### src/rtl/ntt_pkg.sv
// ntt_pkg: shared types and helpers for the NTT control slice.
// Mode and FSM encodings plus a width-parametrised bit reversal.
package ntt_pkg;

    typedef enum logic [1:0] {
        MODE_DIT = 2'd0,
        MODE_DIF = 2'd1,
        MODE_INV = 2'd2,
        MODE_ILL = 2'd3
    } ntt_mode_t;

    typedef enum logic [1:0] {
        ST_IDLE,
        ST_ISSUE,
        ST_DRAIN,
        ST_DONE
    } seq_state_t;

    localparam int MAX_LOG_N = 12;

    // Reverses the low w bits of v; bits at and above w come back as 0.
    function automatic logic [MAX_LOG_N-1:0] bit_reverse(
        input logic [MAX_LOG_N-1:0] v,
        input int                   w
    );
        logic [MAX_LOG_N-1:0] r;
        r = '0;
        for (int i = 0; i < MAX_LOG_N; i++)
            if (i < w) r[i] = v[w-1-i];
        return r;
    endfunction

endpackage

### src/rtl/ntt_sequencer_if.sv
// ntt_sequencer_if: start/done control plus RAM and twiddle ROM strobes.
// master is the wrapper/datapath side, slave is the sequencer.
interface ntt_sequencer_if #(
    parameter int LOG_N = 8
);
    localparam int SW = $clog2(LOG_N);

    logic             start;
    logic [1:0]       mode;
    logic             stall;
    logic             abort;
    logic             busy;
    logic             done;
    logic             err;
    logic             rd_en;
    logic [LOG_N-1:0] rd_addr_a;
    logic [LOG_N-1:0] rd_addr_b;
    logic [LOG_N-1:0] tw_addr;
    logic             wr_en;
    logic [LOG_N-1:0] wr_addr_a;
    logic [LOG_N-1:0] wr_addr_b;
    logic [SW-1:0]    stage_idx;

    modport master (
        output start, mode, stall, abort,
        input  busy, done, err, rd_en, rd_addr_a, rd_addr_b,
        input  tw_addr, wr_en, wr_addr_a, wr_addr_b, stage_idx
    );

    modport slave (
        input  start, mode, stall, abort,
        output busy, done, err, rd_en, rd_addr_a, rd_addr_b,
        output tw_addr, wr_en, wr_addr_a, wr_addr_b, stage_idx
    );

endinterface

### src/rtl/ntt_addr_gen.sv
// ntt_addr_gen: butterfly pair and twiddle address for stage s, index b.
// Purely combinational; DIF walks the half-block size downward.
module ntt_addr_gen
    import ntt_pkg::*;
#(
    parameter int LOG_N = 8,
    localparam int SW = $clog2(LOG_N)
) (
    input  ntt_mode_t        mode,
    input  logic [SW-1:0]    s,
    input  logic [LOG_N-1:0] b,
    output logic [LOG_N-1:0] a,
    output logic [LOG_N-1:0] b_addr,
    output logic [LOG_N-1:0] tw
);
    localparam logic [SW-1:0]    LAST = SW'(LOG_N - 1);
    localparam logic [LOG_N-1:0] ONE  = LOG_N'(1);

    logic [SW-1:0]        inv_s;
    logic [SW-1:0]        sh;
    logic [LOG_N-1:0]     h, g, p;
    logic [MAX_LOG_N-1:0] rev_in, rev_out;

    always_comb begin
        inv_s   = LAST - s;
        sh      = (mode == MODE_DIF) ? inv_s : s;
        h       = ONE << sh;
        g       = b >> sh;
        p       = b & (h - ONE);
        a       = ((g << sh) << 1) + p;
        b_addr  = a + h;
        rev_in  = '0;
        rev_out = '0;
        tw      = p << inv_s;
        unique case (1'b1)
            mode == MODE_DIF: begin
                rev_in  = MAX_LOG_N'((ONE << s) + g);
                rev_out = bit_reverse(rev_in, LOG_N);
                tw      = rev_out[LOG_N-1:0];
            end
            mode == MODE_INV: begin
                rev_in  = MAX_LOG_N'((ONE << inv_s) + g);
                rev_out = bit_reverse(rev_in, LOG_N);
                tw      = rev_out[LOG_N-1:0];
            end
            default: ;
        endcase
    end

endmodule

### src/rtl/ntt_sequencer.sv
// ntt_sequencer: issue/drain FSM for in-place radix-2 NTT/INTT.
// One butterfly read per cycle; write-back via a stall-aware delay line.
module ntt_sequencer
    import ntt_pkg::*;
#(
    parameter int LOG_N      = 8,
    parameter int BF_LATENCY = 3
) (
    input  logic           clk,
    input  logic           rst,
    ntt_sequencer_if.slave sif
);
    localparam int SW = $clog2(LOG_N);
    localparam int DW = $clog2(BF_LATENCY + 1);
    localparam logic [SW-1:0]    S_LAST = SW'(LOG_N - 1);
    localparam logic [LOG_N-1:0] B_LAST = LOG_N'((1 << (LOG_N - 1)) - 1);
    localparam logic [DW-1:0]    D_LAST = DW'(BF_LATENCY - 1);

    seq_state_t       state;
    ntt_mode_t        mode_q;
    logic [SW-1:0]    s_q;
    logic [LOG_N-1:0] b_q;
    logic [DW-1:0]    d_q;
    logic             err_q;
    logic             issuing, active, kill;
    logic [LOG_N-1:0] a, b_addr, tw;
    logic             dl_en [BF_LATENCY];
    logic [LOG_N-1:0] dl_a  [BF_LATENCY];
    logic [LOG_N-1:0] dl_b  [BF_LATENCY];

    ntt_addr_gen #(.LOG_N(LOG_N)) u_addr (
        .mode   (mode_q),
        .s      (s_q),
        .b      (b_q),
        .a      (a),
        .b_addr (b_addr),
        .tw     (tw)
    );

    assign issuing = (state == ST_ISSUE);
    assign active  = issuing || (state == ST_DRAIN);
    assign kill    = active && sif.abort;

    // Addresses are zeroed outside ISSUE so reset and idle show all-zero outputs.
    assign sif.busy      = active;
    assign sif.done      = (state == ST_DONE) && !sif.stall;
    assign sif.err       = err_q;
    assign sif.rd_en     = issuing && !sif.stall;
    assign sif.rd_addr_a = issuing ? a : '0;
    assign sif.rd_addr_b = issuing ? b_addr : '0;
    assign sif.tw_addr   = issuing ? tw : '0;
    assign sif.wr_en     = dl_en[BF_LATENCY-1] && !sif.stall;
    assign sif.wr_addr_a = dl_a[BF_LATENCY-1];
    assign sif.wr_addr_b = dl_b[BF_LATENCY-1];
    assign sif.stage_idx = s_q;

    always_ff @(posedge clk or posedge rst) begin
        if (rst) begin
            state  <= ST_IDLE;
            mode_q <= MODE_DIT;
            s_q    <= '0;
            b_q    <= '0;
            d_q    <= '0;
            err_q  <= 1'b0;
        end else begin
            err_q <= 1'b0;
            if (kill) begin
                state <= ST_IDLE;
                s_q   <= '0;
                b_q   <= '0;
                d_q   <= '0;
            end else if (!sif.stall) begin
                unique case (state)
                    ST_IDLE: begin
                        if (sif.start && !sif.abort) begin
                            if (sif.mode == MODE_ILL) begin
                                err_q <= 1'b1;
                            end else begin
                                state  <= ST_ISSUE;
                                mode_q <= ntt_mode_t'(sif.mode);
                                s_q    <= '0;
                                b_q    <= '0;
                                d_q    <= '0;
                            end
                        end
                    end
                    ST_ISSUE: begin
                        if (b_q == B_LAST) begin
                            b_q   <= '0;
                            d_q   <= '0;
                            state <= ST_DRAIN;
                        end else begin
                            b_q <= b_q + LOG_N'(1);
                        end
                    end
                    ST_DRAIN: begin
                        if (d_q == D_LAST) begin
                            d_q <= '0;
                            if (s_q == S_LAST) begin
                                state <= ST_DONE;
                            end else begin
                                s_q   <= s_q + SW'(1);
                                state <= ST_ISSUE;
                            end
                        end else begin
                            d_q <= d_q + DW'(1);
                        end
                    end
                    ST_DONE: begin
                        state <= ST_IDLE;
                        s_q   <= '0;
                    end
                endcase
            end
        end
    end

    always_ff @(posedge clk or posedge rst) begin
        if (rst) begin
            for (int i = 0; i < BF_LATENCY; i++) begin
                dl_en[i] <= 1'b0;
                dl_a[i]  <= '0;
                dl_b[i]  <= '0;
            end
        end else if (kill) begin
            for (int i = 0; i < BF_LATENCY; i++) begin
                dl_en[i] <= 1'b0;
                dl_a[i]  <= '0;
                dl_b[i]  <= '0;
            end
        end else if (!sif.stall) begin
            dl_en[0] <= issuing;
            dl_a[0]  <= sif.rd_addr_a;
            dl_b[0]  <= sif.rd_addr_b;
            for (int i = BF_LATENCY - 1; i > 0; i--) begin
                dl_en[i] <= dl_en[i-1];
                dl_a[i]  <= dl_a[i-1];
                dl_b[i]  <= dl_b[i-1];
            end
        end
    end

endmodule

### src/flat_wrapper.sv
// flat-port wrapper written by rule: the top's interface ports become plain ports
module ntt_sequencer_flat import ntt_pkg::*;
#(
    parameter int LOG_N      = 8,
    parameter int BF_LATENCY = 3
)
  (clk, rst, sif_start, sif_mode, sif_stall, sif_abort, sif_busy, sif_done, sif_err, sif_rd_en, sif_rd_addr_a, sif_rd_addr_b, sif_tw_addr, sif_wr_en, sif_wr_addr_a, sif_wr_addr_b, sif_stage_idx);
  ntt_sequencer_if #(.LOG_N(LOG_N)) sif_i ();
  input  logic clk;
  input  logic rst;
  input wire logic [$bits(sif_i.start)-1:0] sif_start;
  input wire logic [$bits(sif_i.mode)-1:0] sif_mode;
  input wire logic [$bits(sif_i.stall)-1:0] sif_stall;
  input wire logic [$bits(sif_i.abort)-1:0] sif_abort;
  output wire logic [$bits(sif_i.busy)-1:0] sif_busy;
  output wire logic [$bits(sif_i.done)-1:0] sif_done;
  output wire logic [$bits(sif_i.err)-1:0] sif_err;
  output wire logic [$bits(sif_i.rd_en)-1:0] sif_rd_en;
  output wire logic [$bits(sif_i.rd_addr_a)-1:0] sif_rd_addr_a;
  output wire logic [$bits(sif_i.rd_addr_b)-1:0] sif_rd_addr_b;
  output wire logic [$bits(sif_i.tw_addr)-1:0] sif_tw_addr;
  output wire logic [$bits(sif_i.wr_en)-1:0] sif_wr_en;
  output wire logic [$bits(sif_i.wr_addr_a)-1:0] sif_wr_addr_a;
  output wire logic [$bits(sif_i.wr_addr_b)-1:0] sif_wr_addr_b;
  output wire logic [$bits(sif_i.stage_idx)-1:0] sif_stage_idx;
  assign sif_i.start = sif_start;
  assign sif_i.mode = sif_mode;
  assign sif_i.stall = sif_stall;
  assign sif_i.abort = sif_abort;
  assign sif_busy = sif_i.busy;
  assign sif_done = sif_i.done;
  assign sif_err = sif_i.err;
  assign sif_rd_en = sif_i.rd_en;
  assign sif_rd_addr_a = sif_i.rd_addr_a;
  assign sif_rd_addr_b = sif_i.rd_addr_b;
  assign sif_tw_addr = sif_i.tw_addr;
  assign sif_wr_en = sif_i.wr_en;
  assign sif_wr_addr_a = sif_i.wr_addr_a;
  assign sif_wr_addr_b = sif_i.wr_addr_b;
  assign sif_stage_idx = sif_i.stage_idx;
  ntt_sequencer #(.LOG_N(LOG_N), .BF_LATENCY(BF_LATENCY)) u_core (.clk(clk), .rst(rst), .sif(sif_i));
endmodule
### config.mk
export PLATFORM = sky130hd
export DESIGN_NAME = ntt_sequencer_flat
export DESIGN_NICKNAME = d
export VERILOG_FILES = /design/src/rtl/ntt_pkg.sv /design/src/rtl/ntt_sequencer_if.sv /design/src/rtl/ntt_addr_gen.sv /design/src/rtl/ntt_sequencer.sv /design/src/flat_wrapper.sv
export SDC_FILE = /design/constraint.sdc
export NUM_CORES = 1
export LEC_CHECK = 0
export BUFFER_PORTS_ARGS = -buffer_cell sky130_fd_sc_hd__buf_4
export CAP_MARGIN = 20
export CORE_AREA = 2 2 102 104
export CTS_CLUSTER_SIZE = 10
export DETAILED_ROUTE_END_ITERATION = 7
export DIE_AREA = 0 0 104 106
export GPL_ROUTABILITY_DRIVEN = 0
export PLACE_DENSITY = 0.79
export SYNTH_ARGS = -nofsm -noshare
export SYNTH_HDL_FRONTEND = slang
export SYNTH_SLANG_ARGS = --single-unit
### constraint.sdc
create_clock -name clk -period 10.65 [get_ports clk]
set_input_delay 2.13 -clock clk [delete_from_list [all_inputs] [get_ports clk]]
set_output_delay 2.13 -clock clk [all_outputs]
set_load 0.02 [all_outputs]
==> results of run 1 <==
-- worst max-delay path by stage --
| stage | endpoint | slack, ps | cells past startpoint |
|---|---|---|---|
| 6_report | sif_rd_addr_b[7] | 2950 | 18 |
| 5_1_grt | sif_rd_addr_b[7] | 2590 | 18 |
| 4_1_cts | sif_rd_addr_b[7] | 3060 | 18 |
| 3_5_place_dp | sif_rd_addr_b[7] | 3430 | 21 |
| 3_3_place_gp | sif_rd_addr_b[7] | 3650 | 18 |
| 2_1_floorplan | sif_rd_addr_b[7] | 4140 | 19 |
-- registers in the layout (all words and copies together) (netlist names) --
signal / flops
u_core.sif.wr_addr_b: 8
u_core.state: 2
u_core.dl_en: 3
u_core.sif.wr_addr_a: 8
u_core.b_q: 8
u_core.d_q: 2
u_core.sif.stage_idx: 3
u_core.sif.err: 1
u_core.dl_a: 16
u_core.dl_b: 16
u_core.mode_q: 2
-- routing by layer --
metal  vias to the layer above  GRT usage, %  wire [microns]
met1                      2490          36.4            6360
met4                         0          8.11             372
li1                       2403             -               -
met5                         -             0               0
met2                       272          45.9            7160
met3                        42          3.80            1150
-- stage by stage --
stage	util, %	instance area (sq um)	worst slack (ps)	hold slack, ps	power, mW
finish	63.6	6360	2950	524	1.66
global route	63.6	6360	2590	555	1.78
CTS	63.6	6360	3060	528	1.65
detailed placement	61.6	6160	3430	507	1.41
global placement	61.6	6160	3650	497	1.38
floorplan	-	5840	4140	475	1.16
-- worst register-to-register path: stages (launching register included) --
cell,delay (ps)
dfrtp_1,1000
or2b_1,330
o22ai_2,170
a2111oi_4,410
o21ai_2,180
o21ai_1,260
a21oi_1,100
o22ai_1,310
ha_1,320
a21oi_1,230
xnor2_1,210
ha_1,320
o21ai_0,80
o21bai_1,120
o31ai_2,410
xor2_1,370
o41ai_1,170
a211oi_1,250
o211ai_1,130
-- cell usage in the layout, fill, tap and decap left out, types with 15 or more instances in the layout --
cell / Yosys / routed
a21oi_1: 34 / 34
buf_4: 20 / 60
dfrtp_1: 69 / 69
ha_1: 41 / 41
inv_1: 34 / 33
mux2i_1: 49 / 49
nand2_1: 48 / 48
nand3_1: 15 / 15
nor2_1: 77 / 77
nor3_1: 17 / 17
o21ai_0: 31 / 31
-- cell type report --
cell class | count | area [sq um]
well taps | 136 | 170
flip-flops and latches | 69 | 1730
multi-input cells | 515 | 3670
inverters | 37 | 139
fillers | 862 | 3640
clock inverters | 7 | 82.6
clock buffers | 9 | 124
repair buffers | 60 | 450
-- power groups by stage --
stage | logic, mW | registers, mW | clock network, mW
detailed placement | 1.05 | 0.362 | 0
CTS | 1.06 | 0.357 | 0.229
floorplan | 0.819 | 0.343 | 0
global placement | 1.02 | 0.359 | 0
finish | 1.08 | 0.358 | 0.225
global route | 1.18 | 0.364 | 0.241
-- cells by family (layout without fill, tap and decap cells) --
kind of cell	count (synthesis)	count (layout)	share of synthesized area, %
buf+inv	90	113	7.57
xor+xnor	23	23	4.27
compound gates	160	160	19.0
simple gates	233	233	20.1
flops	69	69	29.6
other cells	1	1	0.0642
fa+ha+maj	45	45	10.2
mux	53	53	9.24
==> results.py, run 1 <==
metrics = {
    "floorplan": {
        "start_util_pct": 58.4,
        "die_y_microns": 106,
        "core_sq_um": 10000,
        "fp-row-count": 37,
        "io_pins": 55,
        "die_w_microns": 104,
        "dieArea_sq_um": 11000,
    },
    "clocking": {
        "clock_path_buffers": 2,
        "cts_hold_buf": 0,
        "htreeDepth": 3,
        "root_buffer": "clkbuf_8",
        "post_cts_resize_count": 0,
        "clk_pin_slew_ps": 80,
        "cts_buffers": 9,
        "cts_tree": "done",
        "clock-sinks": 69,
        "cts_setup_buffers": 0,
        "insertion_delay_ps": 340,
    },
    "status": {
        "status": "complete, no violations",
    },
    "logic_synthesis": {
        "synth_top_area_cell": "dfrtp_1",
        "synth_edf_count": 0,
        "syn_inst": 674,
        "synth_top_cell_area_share_pct": 29.6,
        "synth_warnings": 0,
        "synthDistinctLibCells": 85,
        "syn_avg_cell_area_sq_um": 8.66,
        "synth_commonest_cells": "nor2_1, dfrtp_1, mux2i_1",
        "synth_area_leaders": "dfrtp_1, ha_1, mux2i_1, nor2_1, nand2_1",
        "synth_nets": 726,
        "post-synth-top-count-cell": "nor2_1",
        "synth_seq_cells": 69,
        "ys_seq_area_share_pct": 29.6,
        "synthesis.area_sq_um": 5840,
        "synth_flop_cell": "dfrtp_1",
        "async_flop_share_pct": 100,
    },
    "worst_hold_path": {
        "hold_path.class": "flop to flop",
        "worstHoldEndpoint": "u_core.sif.wr_addr_a[7]",
        "min-delay-start": "u_core.dl_a[15]",
        "holdPathStages": 2,
    },
    "finish": {
        "final_nets": 744,
        "diodes": 0,
        "stdcell_count": 833,
        "drive_gt1_share_pct": 15.1,
        "area_delta_synth_final_pct": 9.00,
    },
    "detailed_routing": {
        "viasPerCell": 6.25,
        "remaining_drc_errors": 0,
        "drt_wl_total_microns": 15000,
        "vias": 5207,
        "drt_first_pass_iters": 6,
        "drtIter0Drc": 459,
        "routedWlPerCell_microns": 18.1,
        "postRouteAntennaNets": 0,
    },
    "worst_setup_path": {
        "reg2reg_depth": 18,
        "cp.required_ps": 8520,
        "path_class": "flop to output pin",
        "startpoint": "u_core.sif.stage_idx[1]",
        "critPathLaunchType": "flop",
        "r2r_end": "u_core.dl_b[23]",
        "crit_fanout": 33,
        "worstReg2RegStart": "u_core.sif.stage_idx[1]",
        "regToRegSetupSlack_ps": 5150,
        "path_delay_family": "compound AO/OA/AOI/OAI gates",
        "slowest_delay_ps": 1000,
        "worst-path-buf-inv": 1,
        "worstPathCellList": "or2b_1, o22ai_2, a2111oi_4, o21ai_2, o21ai_1, a21oi_1, o22ai_1, ha_1, a21oi_1, xnor2_1, ha_1, o21ai_0, o21bai_1, o31ai_2, xor2_1, nand2_1, mux2i_1, buf_4",
        "critical_path.slowest_cell": "dfrtp_1",
        "endpoint_kind": "output pin",
        "worst_ep_arrival_time_ps": 5570,
    },
    "power": {
        "switchingPower_mw": 0.835,
        "p_leak_nw": 3.11,
        "pwr-share-seq_pct": 21.6,
        "internal_power_mw": 0.827,
        "clkPwrFrac_pct": 13.5,
        "comb_power_share_pct": 64.9,
        "power_density_nw_per_um2": 261,
        "ir_worst_vdd_v": 0.000256,
        "netSwitchingFraction_pct": 50.2,
    },
    "timing": {
        "fmax_mhz": 130,
        "period_needed_ps": 7700,
        "grt_setup_unrepaired": "no",
        "slew_viol_final": 0,
        "hold_viol_final": 0,
        "relSlewSlack_pct": 33.7,
        "fin_skew_ps": 9.21,
        "tns_ps": 0,
        "min_period_over_period_pct": 72.3,
        "max_slew.worst_pin.slew_ps": 995,
        "setup_violations": 0,
    },
    "grt": {
        "antenna_found_initial": 0,
        "grt_overflow": 0,
        "grt_pass1_wl_microns": 24400,
        "grt.total_usage_pct": 27.1,
        "grt_max_degree": 70,
        "grt_pass1_vias": 4889,
    },
    "placed_design": {
        "port_buffers": 54,
        "dp.cells": 817,
        "hpwl_microns": 10800,
    },
    "job": {
        "cap_violations": 0,
    },
}
Power figures use the tool's default switching activity.
==> run 2: changes to the inputs <==
==> constraint.sdc (replaced) <==
create_clock -name clk -period 7.8 [get_ports clk]
set_input_delay 1.56 -clock clk [delete_from_list [all_inputs] [get_ports clk]]
set_output_delay 1.56 -clock clk [all_outputs]
set_load 0.02 [all_outputs]
==> run 2 against run 1 <==
Effect of this change: clock-buffer cell count is the same; largest power group unchanged; core utilization grew 0.65 points; clock skew grew 5.4 ps; highest routed layer unchanged; total power grew 41%; hold slack lost 3.2 ps; clock power grew 59%; critical path type unchanged; critical endpoint unchanged.
==> results.py, run 2 (synthesis gave the netlist of run 1 again) <==
metrics = {
    "detailed_routing": {
        "remaining_drc_errors": 0,
        "viasPerCell": 6.29,
        "drtIter0Drc": 515,
        "vias": 5247,
        "drt_first_pass_iters": 5,
        "routedWlPerCell_microns": 17.8,
        "postRouteAntennaNets": 0,
        "drt_wl_total_microns": 14900,
    },
    "clocking": {
        "clk_pin_slew_ps": 90,
        "clock-sinks": 69,
        "htreeDepth": 3,
        "insertion_delay_ps": 350,
        "cts_hold_buf": 0,
        "clock_path_buffers": 2,
        "post_cts_resize_count": 0,
        "cts_setup_buffers": 0,
        "cts_buffers": 9,
        "root_buffer": "clkbuf_8",
        "cts_tree": "done",
    },
    "grt": {
        "grt_overflow": 0,
        "grt.total_usage_pct": 26.7,
        "grt_max_degree": 70,
        "grt_pass1_wl_microns": 24200,
        "antenna_found_initial": 0,
        "grt_pass1_vias": 4961,
    },
    "placed_design": {
        "hpwl_microns": 10600,
        "port_buffers": 54,
        "dp.cells": 817,
    },
    "floorplan": {
        "fp-row-count": 37,
        "core_sq_um": 10000,
        "dieArea_sq_um": 11000,
        "start_util_pct": 58.4,
        "io_pins": 55,
        "die_w_microns": 104,
        "die_y_microns": 106,
    },
    "job": {
        "cap_violations": 0,
    },
    "worst_hold_path": {
        "hold_path.class": "flop to flop",
    },
    "power": {
        "p_leak_nw": 3.14,
        "power_density_nw_per_um2": 365,
        "p_total_mw": 2.34,
        "ir_worst_vdd_v": 0.000229,
    },
    "finish": {
        "stdcell_count": 834,
        "final_cell_mix": "nor2_1, dfrtp_1, buf_4",
        "seq_area_sq_um": 1730,
        "drive_gt1_share_pct": 15.2,
        "final_common_cell": "nor2_1",
        "top_regs": "u_core.dl_a: 16 flops, u_core.dl_b: 16 flops",
        "multi_input_area_sq_um": 3670,
        "area_delta_synth_final_pct": 10.1,
        "diodes": 0,
        "fillers": 820,
        "final_nets": 745,
    },
    "worst_setup_path": {
        "crit_fanout": 29,
        "cp.required_ps": 6240,
        "endpoint_kind": "output pin",
        "path_class": "flop to output pin",
        "critPathLaunchType": "flop",
        "worst_ep_arrival_time_ps": 5570,
    },
    "timing": {
        "fin_skew_ps": 14.6,
        "holdWs_ps": 521,
        "max_slew.worst_pin.slew_ps": 983,
        "relSlewSlack_pct": 34.5,
        "setup_violations": 0,
        "slew_viol_final": 0,
        "fmax_mhz": 140,
        "period_needed_ps": 7130,
        "tns_ps": 0,
        "hold_viol_final": 0,
        "min_period_over_period_pct": 91.4,
        "grt_setup_unrepaired": "no",
    },
    "status": {
        "status": "complete, no violations",
    },
}
run 2: per-layer routing:
metal  GRT usage [%]  up-vias  part of all wire [%]
met2            42.6      277                    47
met5               0        -                     0
met1            35.4     2501                    42
met4            11.3        0                   2.8
met3            5.76       51                   8.4
li1                -     2418                     -
run 2: worst paths after layout:
kind / from / to / slack, ps / cells past startpoint
worst max-delay path: u_core.sif.stage_idx[2] / sif_rd_addr_b[7] / 670 / 19
worst min-delay path: u_core.dl_a[9] / u_core.sif.wr_addr_a[1] / 520 / 2
worst max register to register: u_core.sif.stage_idx[2] / u_core.dl_b[23] / 2300 / 19
worst min register to register: u_core.dl_a[9] / u_core.sif.wr_addr_a[1] / 520 / 2
max in group asynchronous: rst / u_core.dl_a[23] / 5790 / 3
min in group asynchronous: rst / u_core.sif.wr_addr_b[3] / 1460 / 3
run 2: critical path: stages, from the launching register on:
cell and delay (ps):
dfrtp_1 930, or2b_1 410, o22ai_1 470, nand2_1 100, a222oi_1 580, a21boi_1 220, a211oi_1 290, ha_1 300
inv_1 80, o21bai_1 70, a21oi_1 180, xnor2_1 210, ha_1 330, o21ai_0 100, nand2b_1 100, o31ai_2 130
xor2_1 290, nand2_1 90, mux2i_1 160, buf_4 160
run 2: power by group:
group / total, mW / switching (mW) / leakage (nW) / internal, mW
Combinational: 1.49 / 0.924 / 2.07 / 0.569
Sequential: 0.493 / 0.0700 / 0.950 / 0.423
Clock: 0.357 / 0.143 / 0.120 / 0.214
Total: 2.34 / 1.14 / 3.14 / 1.21
run 2: area by class of cell:
cell class / count / share of cell area (%)
inverter: 37 / 2.16
sequential: 69 / 26.9
timing repair buffer: 61 / 7.44
multi-input combinational: 515 / 57.1
clock inverter: 7 / 1.87
tap: 136 / 2.65
clock buffer: 9 / 1.93
run 2: through the flow:
stage | area [sq um] | setup slack, ps | utilization (%)
finish | 6430 | 671 | 64.3
global route | 6430 | 343 | 64.3
CTS | 6400 | 365 | 64.0
detailed placement | 6160 | 791 | 61.6
global placement | 6160 | 1030 | 61.6
floorplan | 5840 | 1860 | -
